File: config.mk
export PLATFORM = sky130hd
export DESIGN_NAME = mem_bus_arbiter
export DESIGN_NICKNAME = d
export VERILOG_FILES = /design/src/rtl/mem_arb_pkg.sv /design/src/rtl/mem_arb_pick.sv /design/src/rtl/mem_bus_arbiter.sv
export SDC_FILE = /design/constraint.sdc
export NUM_CORES = 1
export LEC_CHECK = 0
export CAP_MARGIN = 25
export CORE_MARGIN = 4
export CORE_UTILIZATION = 35
export DETAILED_ROUTE_END_ITERATION = 8
export PLACE_DENSITY = 0.86
export REMOVE_ABC_BUFFERS = 1
export SLEW_MARGIN = 10
export SYNTH_ARGS = -nofsm -noshare
export SYNTH_HDL_FRONTEND = slang
export SYNTH_SLANG_ARGS = --single-unit
File: constraint.sdc
create_clock -name i_clk -period 1.6 [get_ports i_clk]
set_clock_uncertainty 0.1 [all_clocks]
set_input_delay 0.24 -clock i_clk [delete_from_list [all_inputs] [get_ports i_clk]]
set_output_delay 0.24 -clock i_clk [all_outputs]
set_load 0.05 [all_outputs]
File: src/rtl/mem_arb_pkg.sv
// mem_arb_pkg: shared state encoding and owner IDs for the two-master RAM arbiter
package mem_arb_pkg;

  typedef enum logic [1:0] {
    ST_IDLE   = 2'd0,
    ST_ACCESS = 2'd1,
    ST_WAIT   = 2'd2,
    ST_RESP   = 2'd3
  } state_t;

  localparam logic OWN_M0 = 1'b0;
  localparam logic OWN_M1 = 1'b1;

endpackage

File: src/rtl/mem_arb_pick.sv
// mem_arb_pick: combinational winner select; MEM_ARB_RR_EN turns ties into round robin
module mem_arb_pick
  import mem_arb_pkg::*;
(
  input  logic req0,
  input  logic req1,
  input  logic last_owner,
  output logic grant,
  output logic owner
);

  assign grant = req0 | req1;

`ifdef MEM_ARB_RR_EN
  // on a tie the master that did not win last time takes the bus
  assign owner = (req0 & req1) ? ~last_owner : req0 ? OWN_M0 : req1 ? OWN_M1 : last_owner;
`else
  // fixed priority to M0; with no request the value is a don't-care held at last_owner
  assign owner = req0 ? OWN_M0 : req1 ? OWN_M1 : last_owner;
`endif

endmodule

File: src/rtl/mem_bus_arbiter.sv
// mem_bus_arbiter: shares the RAM data port between CPU (M0) and boot/DMA (M1); optional MEM_ARB_RR_EN
module mem_bus_arbiter
  import mem_arb_pkg::*;
#(
  parameter int ADDR_W = 32,
  parameter int DATA_W = 32,
  parameter int RD_LAT = 1
) (
  input  logic                i_clk,
  input  logic                i_rst_n,
  input  logic                i_m0_req,
  input  logic [ADDR_W-1:0]   i_m0_addr,
  input  logic [DATA_W-1:0]   i_m0_wdata,
  input  logic [DATA_W/8-1:0] i_m0_wr,
  output logic                o_m0_ack,
  input  logic                i_m1_req,
  input  logic [ADDR_W-1:0]   i_m1_addr,
  input  logic [DATA_W-1:0]   i_m1_wdata,
  input  logic [DATA_W/8-1:0] i_m1_wr,
  output logic                o_m1_ack,
  output logic [DATA_W-1:0]   o_rdata,
  output logic [ADDR_W-1:0]   o_s_addr,
  output logic [DATA_W-1:0]   o_s_wdata,
  output logic [DATA_W/8-1:0] o_s_wr,
  output logic                o_s_rd,
  input  logic [DATA_W-1:0]   i_s_rdata,
  output logic                o_busy
);

  localparam int BE_W = DATA_W / 8;

  state_t            state;
  logic              owner;
  logic              last_owner;
  logic              rd_op;
  logic [2:0]        cnt;
  logic              pick_grant;
  logic              pick_owner;
  logic [ADDR_W-1:0] sel_addr;
  logic [DATA_W-1:0] sel_wdata;
  logic [BE_W-1:0]   sel_wr;

  mem_arb_pick u_pick (
    .req0       (i_m0_req),
    .req1       (i_m1_req),
    .last_owner (last_owner),
    .grant      (pick_grant),
    .owner      (pick_owner)
  );

  assign sel_addr  = pick_owner ? i_m1_addr  : i_m0_addr;
  assign sel_wdata = pick_owner ? i_m1_wdata : i_m0_wdata;
  assign sel_wr    = pick_owner ? i_m1_wr    : i_m0_wr;
  assign o_busy    = state != ST_IDLE;

  // access sequencer: grant, one strobe cycle, fixed read latency, one-cycle ack
  always_ff @(posedge i_clk or negedge i_rst_n) begin
    if (!i_rst_n) begin
      state      <= ST_IDLE;
      owner      <= OWN_M0;
      last_owner <= OWN_M1;
      rd_op      <= 1'b0;
      cnt        <= '0;
      o_m0_ack   <= 1'b0;
      o_m1_ack   <= 1'b0;
      o_rdata    <= '0;
      o_s_addr   <= '0;
      o_s_wdata  <= '0;
      o_s_wr     <= '0;
      o_s_rd     <= 1'b0;
    end else begin
      o_m0_ack <= 1'b0;
      o_m1_ack <= 1'b0;
      unique case (state)
        ST_IDLE: if (pick_grant) begin
          owner      <= pick_owner;
          last_owner <= pick_owner;
          o_s_addr   <= sel_addr;
          o_s_wdata  <= sel_wdata;
          o_s_wr     <= sel_wr;
          o_s_rd     <= ~|sel_wr;
          rd_op      <= ~|sel_wr;
          state      <= ST_ACCESS;
        end
        ST_ACCESS: begin
          o_s_wr <= '0;
          o_s_rd <= 1'b0;
          cnt    <= 3'(RD_LAT - 1);
          state  <= ST_WAIT;
        end
        ST_WAIT: if (cnt == '0) begin
          o_rdata  <= rd_op ? i_s_rdata : o_rdata;
          o_m0_ack <= owner == OWN_M0;
          o_m1_ack <= owner == OWN_M1;
          state    <= ST_RESP;
        end else begin
          cnt <= cnt - 3'd1;
        end
        ST_RESP: state <= ST_IDLE;
      endcase
    end
  end

endmodule
## Word-level counts from Yosys, hierarchy flattened

Index checks and enable logic that the tools add are counted.

- Add/subtract/negate cells: 1
- Multiplexer cells: 18
- Reductions and logical operators: 12
- Equal/unequal tests: 6
- Bitwise gates (word level): 2

Operators by type and width:

| cell | number |
|---|---|
| 32-bit two-way mux | 2 |
| 4-bit two-way mux | 2 |
| 2-bit one-hot mux with 4 select lines | 1 |
| 4-bit one-hot mux with 2 select lines | 1 |
| 2-bit AND reduction | 4 |
| 1-bit two-way mux | 7 |
| 2-bit != test, second input constant | 3 |
| 3-bit one-hot mux with 2 select lines | 1 |
| 2-bit nonzero test | 3 |
| 2-bit equality test, second input constant | 2 |
| 2-bit two-way mux | 2 |
| 4-bit OR reduction | 1 |
| 3-bit zero test | 1 |
| 3-bit two-way mux | 1 |
| 3-bit AND reduction | 1 |
| 3-bit by 1-bit subtractor with 3-bit output, second input constant | 1 |
| 2-bit by 1-bit equality test with 1-bit output, second input constant | 1 |
| 2-bit zero test | 1 |
| 1-bit one-hot mux with 2 select lines | 1 |
| 1-bit zero test | 1 |
| 1-bit inverter | 1 |
| 1-bit OR | 1 |

- Output and inout bits: 104
- Logic and storage cells: 51
- Bits of input ports: 172
- Flip-flop bits (word level): 111

## Logic depth before layout (Yosys ltp)

- Word-level depth: 7
- Depth in mapped cells: 7
- Depth with buffers taken out: 5

## Hierarchy

A second synthesis with hierarchy kept.

- Cells, all modules: 419
- Area, all modules: 4880.9 µm²

By module, submodules not included:

| module | instances | area each (µm²) | cells an instance | sequential area each (µm²) |
|---|---|---|---|---|
| mem_bus_arbiter | 1 | 4864.7 | 417 | 2778.9 |
| mem_arb_pick | 1 | 16.3 | 2 | 0.0 |

## Least setup slack after synthesis

Ideal clock, no wire load.

- Path kind: reg-to-reg
- From: register cnt[0]
- To: register o_rdata[10]
- Arrival time: 1.418 ns
- Clock period less this slack: 1.642 ns
- Setup time: 0.125 ns
- Required time: 1.375 ns
- Path buffers: 1
- Slack: -0.042 ns
- Cell stages (with the launch flop): 7
- Cells stage by stage: dfrtp_1 > inv_1 > ha_1 > nor2b_4 > nand3_2 > buf_2 > mux2_2

- Longest elaborated chain between the ends: 2

Ends and longest elaborated chain:

| element | line | text |
|---|---|---|
| start: declaration | mem_bus_arbiter.sv:36 | `logic [2:0] cnt;` |
| start signal: assignment | mem_bus_arbiter.sv:88 | `cnt <= 3'(RD_LAT - 1);` |
| start signal: assignment | mem_bus_arbiter.sv:97 | `cnt <= cnt - 3'd1;` |
| 3-bit zero test | mem_bus_arbiter.sv:91 | `ST_WAIT: if (cnt == '0) begin` |
| 3-bit AND reduction (no source line) | -- |  |
| end signal: assignment | mem_bus_arbiter.sv:92 | `o_rdata <= rd_op ? i_s_rdata : o_rdata;` |
| end: declaration | mem_bus_arbiter.sv:21 | `output logic [DATA_W-1:0] o_rdata,` |

Every way passes these cells.
A chain may end at the register's enable or synchronous reset.

## Worst setup path after layout

- From: register state[0]
- To: register o_rdata[24]

- Longest elaborated chain between the ends: 2

Ends and longest elaborated chain:

| element | line | text |
|---|---|---|
| start: declaration | mem_bus_arbiter.sv:32 | `state_t state;` |
| start signal: assignment | mem_bus_arbiter.sv:59 | `state <= ST_IDLE;` |
| start signal: assignment | mem_bus_arbiter.sv:83 | `state <= ST_ACCESS;` |
| start signal: assignment | mem_bus_arbiter.sv:89 | `state <= ST_WAIT;` |
| 2-bit equality test | mem_bus_arbiter.sv:74 | `unique case (state)` |
| 3-bit AND reduction (no source line) | -- |  |

Every way passes these cells.

==> out/results.txt <==
Port buffering added 275 buffers. The number of nets in the finished design was 893; the height of the die was 127 um. The run finished, with violations left. TritonCTS built the clock tree.

Clock-pin slew was measured on the worst setup and hold paths at 70 ps. The sum of net half-perimeters after detailed placement was 11.3 mm. The logs give 0 for the max-slew violation count and 9 for the number of clock buffers inserted by TritonCTS. The number of warning messages in the yosys log is 0. The top cell type's share of synthesized area came out at 0.558. The count of unresolved DRC violations after routing was 0; the maximum clock insertion buffer count was 2. The congestion estimate from routability-driven global placement came to 0.865. The final standard cell utilization of the core came out at 0.621. Summing all non-filler instances in the final layout gives an area of 8590 um^2.

The wire length of the first global-routing pass came out at 22.9 mm. The final reports fail on negative setup slack. The repair_antennas step left the layout with diodes totalling 0.

The arrival time of the worst setup path came out at 1770 ps. The area growth from synthesis to layout was 74.1%; the minimum clock period was 1650 ps. In this run the remaining antenna-violating nets after routing total 0. For the pin with the worst max-slew slack, the measured transition is 286 ps. Using the TritonRoute via totals, the vias-per-cell ratio works out to 4.74.

Dividing the detail-routed wire length by the instance count gives 16.3 um. Measured in cells, the most critical reg-to-reg path has a length of 6. Violation count after the first detailed-route iteration: 130. The pre-antenna-repair detailed-routing pass consisted of 4 iterations. The initialized floorplan defines 43 standard-cell rows.

Number of ports placed on the die boundary: 276. Synthesis handed over a netlist of 415 instances. Kind of end point of the critical path: a flop. The headroom to the max-slew limit is 0.809.

In the layout the commonest cells are 169 x clkdlybuf4s50_1, 111 x buf_4, 110 x dfrtp_1, 69 x mux2i_1, 68 x nand2_1. The worst setup path is launched from a flop. The core region is 13800 um^2. The register bit count reported by yosys is 111. Detailed routing inserted a total of 4267 vias.

CTS placed an instance of clkbuf_16 at the clock tree root. Class of the worst hold path: primary input to asynchronous set/reset pin. Global routing finished with a remaining overflow of 0. The number of distinct library cells after synthesis was 30; the ratio of total power to cell area was 2110 nW/um^2. The run gives 1720 ps as the required arrival time at the worst endpoint.

Across the run, the number of max-cap violations was 0. The sequential cell area fraction in the yosys report is 0.563, and the maximum level of the CTS H-tree is 3. For this block, the routed nets add up to 14.7 mm of wire. The peak fanout along the critical path is 16. The tools report the maximum number of pins on one net before global-route repair as 69.

Total die area: 16100 um^2. The effective utilization at floorplan was 0.357. Setup repair after global routing could not meet its margin everywhere. The worst-case IR drop observed on VDD is 1.12 mV.

Leaving out fill and tap cells, the most frequent cell in the layout is clkdlybuf4s50_1. The initial antenna violation count is 0. Critical setup path kind: flop to flop. In this run the register-to-register setup slack is -50 ps. Summing all placed instances gives a cell area of 8120 um^2. Dividing the synthesized area by the synthesized cell count gives 11.9 um^2.

The analysis attributes to cell leakage a power of 4.11 nW. Non-filler instance count after layout: 900. Final cycle utilization of the critical path: 1.03.

For the post-layout worst setup margin, the log shows -52.4 ps. The number of endpoints with negative hold slack in the final report was 0; the fraction of final layout cells sized beyond drive strength 1 was 0.290. Setup total negative slack on the finished layout was measured at -955 ps. Measured along the x axis, the die boundary spans 127 um.

Ranked by total cell area, the synthesized netlist is headed by dfrtp_1 56%, mux2i_1 14%, mux2_2 7.8%, o21ai_0 6.8%, nand2_1 5.2%. Global router's overall resource usage: 0.180. The biggest area consumer among synthesized cells was dfrtp_1. Summing every instance area after synthesis gives 4930 um^2.

At the later pin of the worst-skew pair, clock insertion delay measures 340 ps. Setup violations remaining at the end of the flow were counted as 32. Timing would allow up to 0.605 GHz.

The total number of clock tree sinks is 111. The post-placement cell count came out at 877. The run gives 4588 as the number of global-route vias before repair.
## logic make-up after synthesis
group,count (synthesis),share of synthesized area
muxes,104,0.221
buffers and inverters,31,0.0393
AOI/OAI and AO/OA,82,0.0921
adders and majority gates,6,0.0152
and+or+nand+nor,80,0.0675
DFF,111,0.563
xor gates and xnor gates,1,0.00178
## area by class of cell
| cell class | instances | area [um^2] |
|---|---|---|
| clock inverters | 4 | 53.8 |
| fillers | 1037 | 5240 |
| clock buffers | 12 | 246 |
| multi-input cells | 273 | 2050 |
| well taps | 180 | 225 |
| flip-flops and latches | 111 | 2780 |
| repair buffers | 315 | 3210 |
| inverters | 5 | 21.3 |
## state kept, by name, summed over array words and instances (netlist names)
register    flops
o_s_rd          1
last_owner      1
state           2
o_rdata        32
o_s_addr       32
o_s_wdata      32
o_m1_ack        1
owner           1
rd_op           1
cnt             3
o_m0_ack        1
o_s_wr          4
## Yosys cell counts
master     number
o32a_1          1
nand2_1        68
nor2b_4         1
mux2_4          1
dfrtp_1       110
nor3_1          2
and3_1          1
mux2_2         34
nor3b_1         1
buf_4           1
o2bb2ai_1       4
o21bai_1        2
dfstp_2         1
a22o_1          2
nor2b_1         1
buf_6           8
mux2i_1        69
o22ai_1         1
a21oi_1         2
o21ai_0        67
a32o_1          2
clkbuf_1        6
nand3_2         1
nand2b_1        2
ha_1            6
buf_2          11
inv_1           5
o21ai_1         1
xnor2_1         1
nor2_1          3
## worst max-delay path, cell delays in order, from the launching register on
cell	delay, ps
dfrtp_1	360
inv_2	60
buf_4	140
ha_4	180
nand3_4	160
buf_12	180
mux2_2	350
## worst paths after layout
check                                     start                       to
min                                     i_rst_n   o_rdata[9]$_DFFE_PN0P_
min in group i_clk            owner$_DFFE_PN0P_       o_m0_ack$_DFF_PN0_
max                        state[0]$_DFFE_PN0P_  o_rdata[24]$_DFFE_PN0P_
max in group asynchronous               i_rst_n   last_owner$_DFFE_PN1P_
max reg2reg                state[0]$_DFFE_PN0P_  o_rdata[24]$_DFFE_PN0P_
min reg2reg                   owner$_DFFE_PN0P_       o_m0_ack$_DFF_PN0_
## layer usage
metal  global-route usage  wire length [um]  part of all wire
met1                0.198              5470              0.37
met2                0.329              7670              0.52
met3               0.0493              1170             0.080
met4               0.0700               351             0.024
met5                    0                 0                 0
## power breakdown
part	internal, mW	total [mW]	switching, mW	leakage (nW)
registers	4.15	5.04	0.892	1.36
clock network	1.26	2.25	0.989	0.139
logic	4.09	10.8	6.75	2.61
## what timing repair did
action,in CTS,in global routing
pin swaps,1,3
hold endpoints to repair,110,0
buffers inserted,2,2
resized for setup,16,6
endpoints found under the setup margin,36,48
hold buffers,1,0
cloned,2,0
## stage by stage
stage                     total power, mW  setup slack, ps  hold slack (ps)
after CTS                            18.2            -43.0              185
final                                18.1            -52.4              198
after detailed placement             15.8             -303             11.2
after global placement               15.5             -245             7.37
after global routing                 19.0             -106              215
after floorplan                      11.2            -4390             -156
Note: power is estimated with default switching activity, not from simulation.
